File: config.mk
export PLATFORM = sky130hd
export DESIGN_NAME = mem_arbiter
export DESIGN_NICKNAME = d
export VERILOG_FILES = /design/src/rtl/mem_arbiter.sv
export SDC_FILE = /design/constraint.sdc
export NUM_CORES = 1
export LEC_CHECK = 0
export CAP_MARGIN = 10
export CORE_MARGIN = 2
export CORE_UTILIZATION = 45
export CTS_CLUSTER_SIZE = 25
export DETAILED_ROUTE_END_ITERATION = 12
export PLACE_DENSITY = 0.85
export SETUP_SLACK_MARGIN = 0.02
export SLEW_MARGIN = 20
export SYNTH_ARGS = -nofsm -noshare
export SYNTH_HDL_FRONTEND = slang
export SYNTH_SLANG_ARGS = --single-unit
File: constraint.sdc
create_clock -name i_clk -period 5.2 [get_ports i_clk]
set_input_delay 0.52 -clock i_clk [delete_from_list [all_inputs] [get_ports i_clk]]
set_output_delay 0.52 -clock i_clk [all_outputs]
set_load 0.05 [all_outputs]
File: src/rtl/mem_arbiter.sv
`default_nettype none
// mem_arbiter: shares one single-port, fixed-latency memory between the instruction
// fetch port and the data port. Data has priority, bounded by an anti-starvation streak limit.
module mem_arbiter #(
   parameter int P_DATA_WIDTH  = 32,
   parameter int P_ADDR_WIDTH  = 10,
   parameter int P_MEM_LATENCY = 1,
   parameter int P_MAX_DSTREAK = 4
) (
   input  logic                    i_clk,
   input  logic                    i_rst_n,
   input  logic                    i_i_req,
   input  logic [P_ADDR_WIDTH-1:0] i_i_addr,
   output logic                    o_i_ack,
   output logic [P_DATA_WIDTH-1:0] o_i_rdata,
   input  logic                    i_d_req,
   input  logic                    i_d_we,
   input  logic [P_ADDR_WIDTH-1:0] i_d_addr,
   input  logic [P_DATA_WIDTH-1:0] i_d_wdata,
   output logic                    o_d_ack,
   output logic [P_DATA_WIDTH-1:0] o_d_rdata,
   output logic                    o_stall_i,
   output logic                    o_stall_d,
   output logic                    o_mem_en,
   output logic                    o_mem_we,
   output logic [P_ADDR_WIDTH-1:0] o_mem_addr,
   output logic [P_DATA_WIDTH-1:0] o_mem_wdata,
   input  logic [P_DATA_WIDTH-1:0] i_mem_rdata
);

   localparam int C_LAT_W  = $clog2(P_MEM_LATENCY + 1);
   localparam int C_STRK_W = $clog2(P_MAX_DSTREAK + 1);

   localparam logic [C_LAT_W-1:0]  C_LAT_LOAD = C_LAT_W'(P_MEM_LATENCY);
   localparam logic [C_LAT_W-1:0]  C_LAT_ONE  = C_LAT_W'(1);
   localparam logic [C_STRK_W-1:0] C_STRK_MAX = C_STRK_W'(P_MAX_DSTREAK);
   localparam logic [C_STRK_W-1:0] C_STRK_ONE = C_STRK_W'(1);

   typedef enum logic [1:0] {
      S_IDLE  = 2'd0,
      S_ISSUE = 2'd1,
      S_WAIT  = 2'd2,
      S_ACK   = 2'd3
   } state_t;

   state_t                r_state;
   state_t                w_state_nxt;
   logic                  r_grant_d;
   logic                  r_we;
   logic [C_LAT_W-1:0]    r_lat_cnt;
   logic [C_STRK_W-1:0]   r_streak;
   logic [C_STRK_W-1:0]   w_streak_nxt;
   logic                  w_issue;
   logic                  w_grant_d;
   logic                  w_capture;

   always_ff @(posedge i_clk or negedge i_rst_n) begin
      if (!i_rst_n) begin
         r_state <= S_IDLE;
      end else begin
         r_state <= w_state_nxt;
      end
   end

   always_comb begin
      w_state_nxt  = r_state;
      w_streak_nxt = r_streak;
      w_issue      = 1'b0;
      w_grant_d    = 1'b0;
      w_capture    = 1'b0;
      case (r_state)
         S_IDLE: begin
            if (i_i_req || i_d_req) begin
               w_state_nxt = S_ISSUE;
               w_issue     = 1'b1;
               w_grant_d   = i_d_req && (!i_i_req || (r_streak < C_STRK_MAX));
               // Streak only counts data wins over a waiting fetch; the limit check
               // above keeps it from ever exceeding the maximum.
               if (!w_grant_d) begin
                  w_streak_nxt = '0;
               end else if (i_i_req) begin
                  w_streak_nxt = r_streak + C_STRK_ONE;
               end
            end
         end
         S_ISSUE: begin
            w_state_nxt = S_WAIT;
         end
         S_WAIT: begin
            if (r_lat_cnt == C_LAT_ONE) begin
               w_state_nxt = S_ACK;
               w_capture   = 1'b1;
            end
         end
         S_ACK: begin
            w_state_nxt = S_IDLE;
         end
         default: begin
            w_state_nxt = S_IDLE;
         end
      endcase
   end

   always_ff @(posedge i_clk or negedge i_rst_n) begin
      if (!i_rst_n) begin
         r_grant_d   <= 1'b0;
         r_we        <= 1'b0;
         r_lat_cnt   <= '0;
         r_streak    <= '0;
         o_mem_en    <= 1'b0;
         o_mem_we    <= 1'b0;
         o_mem_addr  <= '0;
         o_mem_wdata <= '0;
         o_i_ack     <= 1'b0;
         o_d_ack     <= 1'b0;
         o_i_rdata   <= '0;
         o_d_rdata   <= '0;
      end else begin
         r_streak <= w_streak_nxt;
         // Memory strobes are launched from the IDLE decision so they are
         // registered and coincide exactly with the ISSUE state.
         o_mem_en <= w_issue;
         o_mem_we <= w_issue & w_grant_d & i_d_we;
         if (w_issue) begin
            r_grant_d <= w_grant_d;
            r_we      <= w_grant_d & i_d_we;
            if (w_grant_d) begin
               o_mem_addr  <= i_d_addr;
               o_mem_wdata <= i_d_wdata;
            end else begin
               o_mem_addr  <= i_i_addr;
            end
         end

         if (r_state == S_ISSUE) begin
            r_lat_cnt <= C_LAT_LOAD;
         end else if (r_state == S_WAIT) begin
            r_lat_cnt <= r_lat_cnt - C_LAT_ONE;
         end

         o_i_ack <= w_capture & ~r_grant_d;
         o_d_ack <= w_capture &  r_grant_d;

         if (w_capture && !r_we) begin
            if (r_grant_d) begin
               o_d_rdata <= i_mem_rdata;
            end else begin
               o_i_rdata <= i_mem_rdata;
            end
         end
      end
   end

   assign o_stall_i = i_i_req & ~o_i_ack;
   assign o_stall_d = i_d_req & ~o_d_ack;

endmodule
`default_nettype wire

==> impl_metrics.ini <==
[status]
status = complete, no violations

[floorplanning]
dieHeight_um = 106
core_region_area_um2 = 10200
placement_rows = 37
die_area_um2 = 11100
top_level_ports = 201
die_w_um = 106
initial_core_util_pct = 45.6

[final_layout]
final_cell_mix = sky130_fd_sc_hd__clkdlybuf4s50_1 (199), sky130_fd_sc_hd__dfrtp_1 (118), sky130_fd_sc_hd__mux2_2 (91)
layout.nets = 610
mostFrequentLayoutCell = sky130_fd_sc_hd__clkdlybuf4s50_1
insertedDiodeCount = 0
fillCellCount = 692
multiInputGateArea_um2 = 1570
post_route_cells_drive_above_1_share_pct = 25.8
area.sequential_um2 = 2950
area_overhead_of_the_layout_relative_to_synthesis_pct = 59.3

[timing]
min_period_ns = 2.65
grt_setup_unrepaired = false
timing.final.crit_share_pct = 51.0
final-setup-viol-count = 0
timing.final.max_slew_violations = 0
worstMarginPinSlew_ns = 0.777
maxSlewHeadroom_pct = 48.2
clock.fmax_ghz = 0.377
hold_violations = 0
setup-tns-final_ns = 0
timing.clock.skew_ns = 0.00895

[worst_setup_path]
worst_path_max_delay_cell = sky130_fd_sc_hd__clkdlybuf4s50_1
worstSetupPathType = in2out
cp.required_ns = 4.68
worst_path_most_repeated_cell = sky130_fd_sc_hd__clkdlybuf4s50_1
critical_path_arrival_ns = 2.13
worst_setup_path_start_kind = primary input
cp.buffers_inverters = 2
critical_path.endpoint_type = output pin
crit_chain = clkdlybuf4s50_1, nor2b_1, clkdlybuf4s50_1
reg2reg_depth = 4
critPathMaxFanout = 7
r2r_start = r_state[1]$_DFFE_PN0P_
cpPeakStageDelay_ns = 0.80
regToRegEndpoint = o_mem_wdata[11]$_DFFE_PN0P_
r2r_setup_slack_ns = 3.11
critPathTopFamily = buffers and inverters

[placed_design]
port_buffers = 200
dp_hpwl_um = 7910
routabilityCongestion = 0.838

[logic_synthesis]
yosysWarningCount = 0
synth.largest_area_cell = sky130_fd_sc_hd__dfrtp_1
postSynthCellCount = 309
synth.top_cell.area_share_pct = 63.6
synth.top_cells.by_area = sky130_fd_sc_hd__dfrtp_1 (64%), sky130_fd_sc_hd__mux2_2 (22%), sky130_fd_sc_hd__mux2_4 (1.6%), sky130_fd_sc_hd__o31ai_1 (1.6%), sky130_fd_sc_hd__nand2_1 (1.5%)
syn_area_per_cell_um2 = 15.0
synth_nets = 402
total_of_flip_flops_plus_latches_after_synthesis = 118
netlist-cell-type-count = 28
post_synthesis_cell_area_um2 = 4640
synth-seq-area-share_pct = 63.6

[detailed_routing]
routed_wl_um = 11200
vias = 3339
post-route-drc-count = 0
first_pass_iters = 5
ant_nets = 0
drt_iter0_drc = 112
detail_route.vias_per_cell = 5.01
wl_per_cell_um = 16.8

[global_routing]
grt_pass1_wl_um = 18100
grtUsageMet1_pct = 23.6
grt_usage_pct = 20.9
grt_max_degree = 64
global_route.overflow_total = 0
groute.layer.met2.usage_pct = 36.5
antenna_violations_before_repair = 0
grt_pass1_vias = 3725
grt_use_met3_pct = 7.42
global_route.peak_usage_layer = met2

[clock_tree]
clk_pin_slew_worst_paths_ns = 0.06
cts_tree = done
ctsHtreeMaxLevel = 4
post_cts_resize_count = 0
postCtsHoldBufs = 0
post_cts_buffers = 0
cts_root_buffer = sky130_fd_sc_hd__clkbuf_8
ctsLongestPathBuffers = 2
cts_buffers = 17
cts.sinks = 118
clock_network_latency_to_the_later_pin_of_the_worst_skew_pair_ns = 0.49

[hold_path]
hold_path.class = in2async

[job]
max_cap_viol_count = 0
[flip-flops by register name, indices dropped and copies added (netlist names)]
register / cells
o_d_ack: 1
o_d_rdata: 32
o_i_ack: 1
o_i_rdata: 32
o_mem_addr: 10
o_mem_en: 1
o_mem_wdata: 32
o_mem_we: 1
r_grant_d: 1
r_lat_cnt: 1
r_state: 2
r_streak: 3
r_we: 1
[worst reg2reg max path, cell delays in order, from the launching register on]
cell,delay [ns]
sky130_fd_sc_hd__dfrtp_1,0.40
sky130_fd_sc_hd__inv_1,0.09
sky130_fd_sc_hd__ha_1,0.60
sky130_fd_sc_hd__nand2_4,0.45
sky130_fd_sc_hd__mux2_4,0.43
[cell families (layout without fill, tap and decap cells)]
kind of cell	count (synthesis)	after routing	share of synthesized area, %
AOI/OAI and AO/OA	29	29	4.26
adders and majority gates	4	4	1.08
buffers and inverters	18	239	2.67
DFF	118	118	63.6
muxes	97	97	23.9
and+or+nand+nor	43	43	4.50
[metrics by stage]
step / instances / setup slack, ns / hold WS (ns) / cell area, um^2 / util [%]
after floorplan: 309 / 3.36 / 0.224 / 4640 / -
after global placement: 634 / 2.58 / 0.462 / 6730 / 66.1
after detailed placement: 634 / 2.55 / 0.467 / 6730 / 66.1
after CTS: 666 / 2.55 / 0.0763 / 7400 / 72.7
after global routing: 666 / 2.51 / 0.0998 / 7400 / 72.7
final: 666 / 2.55 / 0.0731 / 7400 / 72.7
[how the worst max path moves through the flow]
stage,from,cells past startpoint,endpoint
floorplan,o_d_ack$_DFF_PN0_,1,o_stall_d
CTS,i_i_req,3,o_stall_i
global placement,i_i_req,3,o_stall_i
global route,i_i_req,3,o_stall_i
detailed placement,i_i_req,3,o_stall_i
finish,i_i_req,3,o_stall_i
[layout make-up]
cell class              count  share of cell area [%]
clock buffers              20                    6.02
multi-input cells         173                    21.2
well taps                 136                    2.30
repair buffers            204                    27.4
flip-flops and latches    118                    39.9
inverters                   3                   0.152
clock inverters            12                    3.03
[synthesized netlist by cell type (all sizes together)]
library cell and instances:
a21bo 1, a21boi 1, a21o 2, a21oi 11, and3 2, buf 14, clkbuf 1, dfrtp 118
ha 4, inv 3, mux2 97, nand2 19, nand4 1, nand4b 1, nor2 15, nor2b 3
nor3 2, o21ai 3, o22a 1, o31ai 10
[layer usage]
metal	share of wire, %	up-vias
met4	2.0	0
met2	52	131
met1	40	1688
li1	-	1502
met5	0	-
met3	6.6	18
Power is not shown: default switching activity piles up to over one toggle a cycle in this logic, so the estimate is an artifact.
